File: src/rtl/pixel_window_if.sv
`default_nettype none
// +--------------------------------------------------------------------------+
// | pixel_window_if : pixel stream in, TAPS-wide window stream out           |
// | Revision 1.0                                                             |
// +--------------------------------------------------------------------------+
interface pixel_window_if #(
    parameter int PIX_W = 8,
    parameter int TAPS  = 3
);
    logic [PIX_W-1:0]      pix_in;
    logic                  pix_valid;
    logic                  line_start;
    logic                  line_end;
    logic                  pix_ready;
    logic [PIX_W*TAPS-1:0] win_data;
    logic                  win_valid;
    logic                  win_first;
    logic                  win_last;

    modport master (
        output pix_in, pix_valid, line_start, line_end,
        input  pix_ready, win_data, win_valid, win_first, win_last
    );

    modport slave (
        input  pix_in, pix_valid, line_start, line_end,
        output pix_ready, win_data, win_valid, win_first, win_last
    );
endinterface
`default_nettype wire

File: src/rtl/pixel_window.sv
`default_nettype none
// +--------------------------------------------------------------------------+
// | pixel_window : sliding horizontal window centred on each line pixel.     |
// | PIXEL_WINDOW_EDGE_REPLICATE_EN: edge taps copy p0/pN-1 instead of 0.     |
// | Revision 1.0                                                             |
// +--------------------------------------------------------------------------+
module pixel_window #(
    parameter int PIX_W = 8,
    parameter int TAPS  = 3
) (
    input  logic          VGA_CLK,
    input  logic          RST_N,
    pixel_window_if.slave pix
);
    localparam int HALF  = (TAPS - 1) / 2;
    localparam int CNT_W = 16;
    localparam int FL_W  = 4;
    localparam int IDX_W = $clog2(TAPS);
    localparam logic [CNT_W-1:0] HALF_CNT = CNT_W'(HALF);

    typedef enum logic [1:0] {
        ST_IDLE  = 2'd0,
        ST_RUN   = 2'd1,
        ST_FLUSH = 2'd2
    } state_t;

    state_t                        state_q;
    logic [CNT_W-1:0]              cnt_q;
    logic [FL_W-1:0]               flush_q;
    logic [TAPS-2:0][PIX_W-1:0]    hist_q;
    logic [PIX_W-1:0]              pad_q;
    logic                          first_q;
    logic                          pix_ready_q;
    logic [TAPS-1:0][PIX_W-1:0]    win_data_q;
    logic                          win_valid_q;
    logic                          win_first_q;
    logic                          win_last_q;

    logic                          accept_d;
    logic                          open_d;
    logic                          emit_d;
    logic                          first_d;
    logic [CNT_W-1:0]              cnt_d;
    logic [FL_W-1:0]               fcnt_d;
    logic [FL_W-1:0]               extra_d;
    logic [PIX_W-1:0]              edge_fill_d;
    logic [TAPS-1:0][PIX_W-1:0]    win_new_d;
    logic [TAPS-1:0][PIX_W-1:0]    win_flush_d;
    logic [TAPS-2:0][PIX_W-1:0]    hist_d;
    int                            src_d;

    // Edge fill is only ever sampled on the p0 or pN-1 accept, so pix_in is the edge pixel.
`ifdef PIXEL_WINDOW_EDGE_REPLICATE_EN
    assign edge_fill_d = pix.pix_in;
`else
    assign edge_fill_d = '0;
`endif

    always_comb begin
        accept_d = pix.pix_valid & pix_ready_q;
        open_d   = pix.line_start | (state_q == ST_RUN);
        first_d  = pix.line_start | first_q;
        cnt_d    = pix.line_start ? CNT_W'(1)
                 : ((&cnt_q) ? cnt_q : cnt_q + CNT_W'(1));
        emit_d   = (cnt_d > HALF_CNT);
        fcnt_d   = (cnt_d < HALF_CNT) ? cnt_d[FL_W-1:0] : FL_W'(HALF);
        extra_d  = (pix.line_end && (cnt_d < HALF_CNT)) ? FL_W'(HALF_CNT - cnt_d) : '0;

        if (pix.line_start) begin
            win_new_d         = {TAPS{edge_fill_d}};
            win_new_d[TAPS-1] = pix.pix_in;
        end else begin
            win_new_d = {pix.pix_in, hist_q};
        end
        win_flush_d = {pad_q, hist_q};

        // Lines shorter than HALF pre-shift the pad so the first flush window is centred on p0.
        src_d = 0;
        for (int k = 0; k < TAPS - 1; k++) begin
            src_d = k + 1 + int'(extra_d);
            if (src_d < TAPS) begin
                hist_d[k] = win_new_d[src_d[IDX_W-1:0]];
            end else begin
                hist_d[k] = edge_fill_d;
            end
        end
    end

    always_ff @(posedge VGA_CLK or negedge RST_N) begin
        if (!RST_N) begin
            state_q     <= ST_IDLE;
            cnt_q       <= '0;
            flush_q     <= '0;
            hist_q      <= '0;
            pad_q       <= '0;
            first_q     <= 1'b0;
            pix_ready_q <= 1'b1;
            win_data_q  <= '0;
            win_valid_q <= 1'b0;
            win_first_q <= 1'b0;
            win_last_q  <= 1'b0;
        end else begin
            win_valid_q <= 1'b0;
            win_first_q <= 1'b0;
            win_last_q  <= 1'b0;
            case (state_q)
                ST_IDLE, ST_RUN: begin
                    if (accept_d && open_d) begin
                        cnt_q  <= cnt_d;
                        hist_q <= hist_d;
                        if (emit_d) begin
                            win_data_q  <= win_new_d;
                            win_valid_q <= 1'b1;
                            win_first_q <= first_d;
                            first_q     <= 1'b0;
                        end else begin
                            first_q     <= first_d;
                        end
                        if (pix.line_end) begin
                            state_q     <= ST_FLUSH;
                            flush_q     <= fcnt_d;
                            pad_q       <= edge_fill_d;
                            pix_ready_q <= 1'b0;
                        end else begin
                            state_q     <= ST_RUN;
                        end
                    end
                end
                ST_FLUSH: begin
                    hist_q      <= win_flush_d[TAPS-1:1];
                    win_data_q  <= win_flush_d;
                    win_valid_q <= 1'b1;
                    win_first_q <= first_q;
                    win_last_q  <= (flush_q == FL_W'(1));
                    first_q     <= 1'b0;
                    flush_q     <= flush_q - FL_W'(1);
                    if (flush_q == FL_W'(1)) begin
                        state_q     <= ST_IDLE;
                        cnt_q       <= '0;
                        pix_ready_q <= 1'b1;
                    end
                end
                default: state_q <= ST_IDLE;
            endcase
        end
    end

    assign pix.pix_ready = pix_ready_q;
    assign pix.win_data  = win_data_q;
    assign pix.win_valid = win_valid_q;
    assign pix.win_first = win_first_q;
    assign pix.win_last  = win_last_q;

endmodule
`default_nettype wire

File: src/flat_wrapper.sv
// flat-port wrapper written by rule: the top's interface ports become plain ports
module pixel_window_flat 
#(
    parameter int PIX_W = 8,
    parameter int TAPS  = 3
)
  (VGA_CLK, RST_N, pix_pix_in, pix_pix_valid, pix_line_start, pix_line_end, pix_pix_ready, pix_win_data, pix_win_valid, pix_win_first, pix_win_last);
  pixel_window_if #(.PIX_W(PIX_W), .TAPS(TAPS)) pix_i ();
  input  logic VGA_CLK;
  input  logic RST_N;
  input wire logic [$bits(pix_i.pix_in)-1:0] pix_pix_in;
  input wire logic [$bits(pix_i.pix_valid)-1:0] pix_pix_valid;
  input wire logic [$bits(pix_i.line_start)-1:0] pix_line_start;
  input wire logic [$bits(pix_i.line_end)-1:0] pix_line_end;
  output wire logic [$bits(pix_i.pix_ready)-1:0] pix_pix_ready;
  output wire logic [$bits(pix_i.win_data)-1:0] pix_win_data;
  output wire logic [$bits(pix_i.win_valid)-1:0] pix_win_valid;
  output wire logic [$bits(pix_i.win_first)-1:0] pix_win_first;
  output wire logic [$bits(pix_i.win_last)-1:0] pix_win_last;
  assign pix_i.pix_in = pix_pix_in;
  assign pix_i.pix_valid = pix_pix_valid;
  assign pix_i.line_start = pix_line_start;
  assign pix_i.line_end = pix_line_end;
  assign pix_pix_ready = pix_i.pix_ready;
  assign pix_win_data = pix_i.win_data;
  assign pix_win_valid = pix_i.win_valid;
  assign pix_win_first = pix_i.win_first;
  assign pix_win_last = pix_i.win_last;
  pixel_window #(.PIX_W(PIX_W), .TAPS(TAPS)) u_core (.VGA_CLK(VGA_CLK), .RST_N(RST_N), .pix(pix_i));
endmodule
File: config.mk
export PLATFORM = sky130hd
export DESIGN_NAME = pixel_window_flat
export DESIGN_NICKNAME = d
export VERILOG_FILES = /design/src/rtl/pixel_window_if.sv /design/src/rtl/pixel_window.sv /design/src/flat_wrapper.sv
export SDC_FILE = /design/constraint.sdc
export NUM_CORES = 1
export LEC_CHECK = 0
export ABC_AREA = 0
export BUFFER_PORTS_ARGS = -buffer_cell sky130_fd_sc_hd__buf_2
export CORE_ASPECT_RATIO = 1.5
export CORE_MARGIN = 2
export CORE_UTILIZATION = 55
export CTS_CLUSTER_DIAMETER = 150
export DETAILED_ROUTE_END_ITERATION = 10
export PLACE_DENSITY = 0.79
export REMOVE_ABC_BUFFERS = 1
export SYNTH_ARGS = -nofsm -noshare
export SYNTH_HDL_FRONTEND = slang
export SYNTH_SLANG_ARGS = --single-unit
File: constraint.sdc
create_clock -name VGA_CLK -period 9.35 [get_ports VGA_CLK]
set_input_delay 1.4025 -clock VGA_CLK [delete_from_list [all_inputs] [get_ports VGA_CLK]]
set_output_delay 1.4025 -clock VGA_CLK [all_outputs]
set_load 0.005 [all_outputs]
==> impl_metrics.yaml <==
clocking:
  postCtsHoldBufs: 0
  htreeDepth: 3
  cts_tree: "yes"
  cts_sinks: 67
  cts.repair.resized: 0
  clock_path_buffers: 2
  clkLatencyLatePin_ns: 0.34
  cts_setup_buffers: 0
  numCtsBuffers: 9
  clk_pin_slew_ns: 0.07
  root_buffer: "clkbuf_8"
layout:
  drive_gt1_share_pct: 25.3
  fin_cells: 458
  multi_input_area_sq_mm: 0.00173
  syn_to_final_growth_pct: 12.1
  final_nets: 400
  postLayoutCellArea_sq_mm: 0.00399
  n_antenna_cell: 0
  nFillCells: 501
  regArea_sq_mm: 0.00168
yosys:
  syn_area_sq_mm: 0.00356
  synth-edff-count: 0
  yosys_register_bits: 67
  synth_most_common_cell: "dfrtp_1"
  async_reset_ff_share_pct: 100
  yosysWarnings: 0
  netlist_top_cells_area: "dfrtp_1, mux2_2, o21ai_0"
  syn_inst: 340
  synth.top_cells.by_count: "dfrtp_1, o21ai_0, nand2_1, nor2_1, a22o_1"
  synth-main-ff-cell: "dfrtp_1"
  avgSynthCellArea_sq_um: 10.5
  yosysSeqAreaShare_pct: 47.2
  synth_top_cell_by_area: "dfrtp_1"
  yosys.cell_types.count: 53
  yosysTopAreaCellShare_pct: 46.4
global_routing:
  grt_max_degree: 68
  grt_overflow_total: 0
  grt_use_total_pct: 23.1
  grt_first_pass_wirelength_mm: 13.0
  antenna_found_initial: 0
  grt_pass1_vias: 2721
worst_setup_path:
  r2r-start: "u_core.cnt_q[0]$_DFFE_PN0P_"
  end_kind: "flop"
  crit_start: "u_core.cnt_q[0]$_DFFE_PN0P_"
  critical_path_class: "flop to flop"
  cp_max_fo: 14
  path_cells: "ha_1 -> nand4_2 -> nor4_4 -> or3_4 -> mux2_4 -> nor4_4 -> nand4_1 -> nor2_1 -> inv_1 -> ha_1 -> nand4b_1 -> nor2_1 -> a221o_1"
  crit_path_start_kind: "flop"
  crit_arrival_ns: 4.65
  endpoint: "u_core.hist_q[1]$_DFFE_PN0P_"
  r2r_cells: 13
  crit_slowest_cell: "nor4_4"
  cp.required_ns: 9.62
  r2r_end: "u_core.hist_q[1]$_DFFE_PN0P_"
  worst_path_largest_cell_delay_ns: 0.71
  rrSetupSlack_ns: 4.98
place:
  io_buffers: 40
  place_congestion: 0.847
  dpl-instance-area_sq_mm: 0.00379
  dpl.cell_count: 443
  dp_hpwl_mm: 5.49
run:
  drv_cap: 0
floorplanning:
  start_util_pct: 57.2
  fp.dieW_um: 69.7
  die_area_sq_mm: 0.00714
  num_io_pins: 41
  die_h_um: 102
  coreArea_sq_mm: 0.00622
  rows: 35
route:
  totalWireLength_mm: 7.76
  drt_first_iter_violations: 192
  drc: 0
  final_antenna_net_count: 0
  routedWlPerCell_um: 16.9
  vias_per_cell: 6.13
  drt_first_pass_iters: 4
  vias: 2807
power:
  vdd_ir_drop_max_mv: 0.167
  p_leak_uw: 0.00194
  p_per_area_mw_per_mm2: 257
sta:
  fmax_mhz: 229
  rsz0062_at_grt: "no"
  tightest_slew_ns: 1.01
  setup_viol: 0
  maxSlewHeadroom_pct: 32.2
  skew_ns: 0.00948
  slew_viol_final: 0
  timing.hold.ws_ns: 0.500
  hold_viol: 0
  fin_crit_ns: 4.37
  min_period_over_period_pct: 46.8
  final.setup.tns_ns: 0
run_status:
  status: "finished, final reports clean"
worst_hold_path:
  worst_hold_path_type: "flop to flop"
power breakdown:
group	total (uW)	leakage (uW)	internal, uW	switching [uW]
registers	447	0.000904	377	69.8
logic	338	0.000939	166	172
clock network	241	0.0000995	136	105
worst max-delay path, delay by kind of cell, from the launching register on:
kind                     cells  cell delay (ns)
AND/OR/NAND/NOR              8             2.63
flip-flops                   1             0.47
multiplexers                 1             0.31
buffers and inverters        1             0.08
AO/OA/AOI/OAI                1             0.25
adder cells (fa/ha/maj)      2             0.58
placed cells by master, fill, tap and decap left out, types with 7 or more instances in the layout:
| master | synthesis | final |
|---|---|---|
| buf_2 | 2 | 40 |
| nand3_1 | 16 | 16 |
| a22o_1 | 18 | 18 |
| dfrtp_1 | 66 | 66 |
| o21ai_0 | 32 | 32 |
| mux2_4 | 8 | 8 |
| a221o_1 | 8 | 8 |
| inv_1 | 16 | 16 |
| ha_1 | 7 | 7 |
| mux2_2 | 17 | 17 |
| nor3_1 | 9 | 9 |
| nand2_1 | 25 | 25 |
| a21oi_1 | 10 | 10 |
| clkbuf_8 | 0 | 11 |
| nor2_1 | 24 | 24 |
routing by layer:
layer	GRT usage [%]	share of wire, %	vias to the layer above
met5	0	0	-
met4	9.32	1.3	0
met2	41.6	55	67
li1	-	-	1329
met1	27.2	41	1402
met3	4.50	3.4	9
registers in the layout, indices dropped and copies added (netlist names):
name	count
u_core.pix.win_valid	1
u_core.pix.win_data	24
u_core.state_q	2
u_core.first_q	1
u_core.pix.pix_ready	1
u_core.pix.win_last	1
u_core.pix.win_first	1
u_core.hist_q	16
u_core.flush_q	4
u_core.cnt_q	16
worst min-delay path by stage:
stage | start | end | slack, ns | depth (start not counted)
after floorplan | u_core.first_q$_DFFE_PN0P_ | u_core.pix.win_first$_DFF_PN0_ | 0.45 | 1
after global placement | u_core.first_q$_DFFE_PN0P_ | u_core.first_q$_DFFE_PN0P_ | 0.47 | 2
after detailed placement | u_core.first_q$_DFFE_PN0P_ | u_core.pix.win_first$_DFF_PN0_ | 0.48 | 1
after CTS | u_core.first_q$_DFFE_PN0P_ | u_core.pix.win_first$_DFF_PN0_ | 0.50 | 1
after global routing | u_core.pix.win_data[2]$_DFFE_PN0P_ | u_core.pix.win_data[2]$_DFFE_PN0P_ | 0.52 | 1
final | u_core.first_q$_DFFE_PN0P_ | u_core.pix.win_first$_DFF_PN0_ | 0.50 | 1
logic make-up after synthesis:
group	Yosys count	share of synthesized area, %
multiplexers	26	9.04
AO/OA/AOI/OAI	86	16.7
adder cells (fa/ha/maj)	7	2.46
XOR/XNOR	7	1.72
other	2	0.211
flip-flops	67	47.2
buffers and inverters	32	4.19
AND/OR/NAND/NOR	113	18.5
metrics by stage:
| stage | worst slack [ns] | util, % | total power (uW) |
|---|---|---|---|
| detailed placement | 5.10 | 61.0 | 789 |
| floorplan | 5.70 | - | 662 |
| finish | 4.98 | 64.1 | 1030 |
| global placement | 5.25 | 61.0 | 774 |
| CTS | 5.04 | 64.1 | 1030 |
| global route | 4.73 | 64.1 | 1090 |
layout make-up:
type                            count  area share [%]
Multi-Input combinational cell    242            43.5
Sequential cell                    67            42.1
Timing Repair Buffer               44            5.77
Clock buffer                       13            3.98
Tap cell                           74            2.32
Inverter                           16            1.51
Clock inverter                      2           0.878
Power figures use the tool's default switching activity.
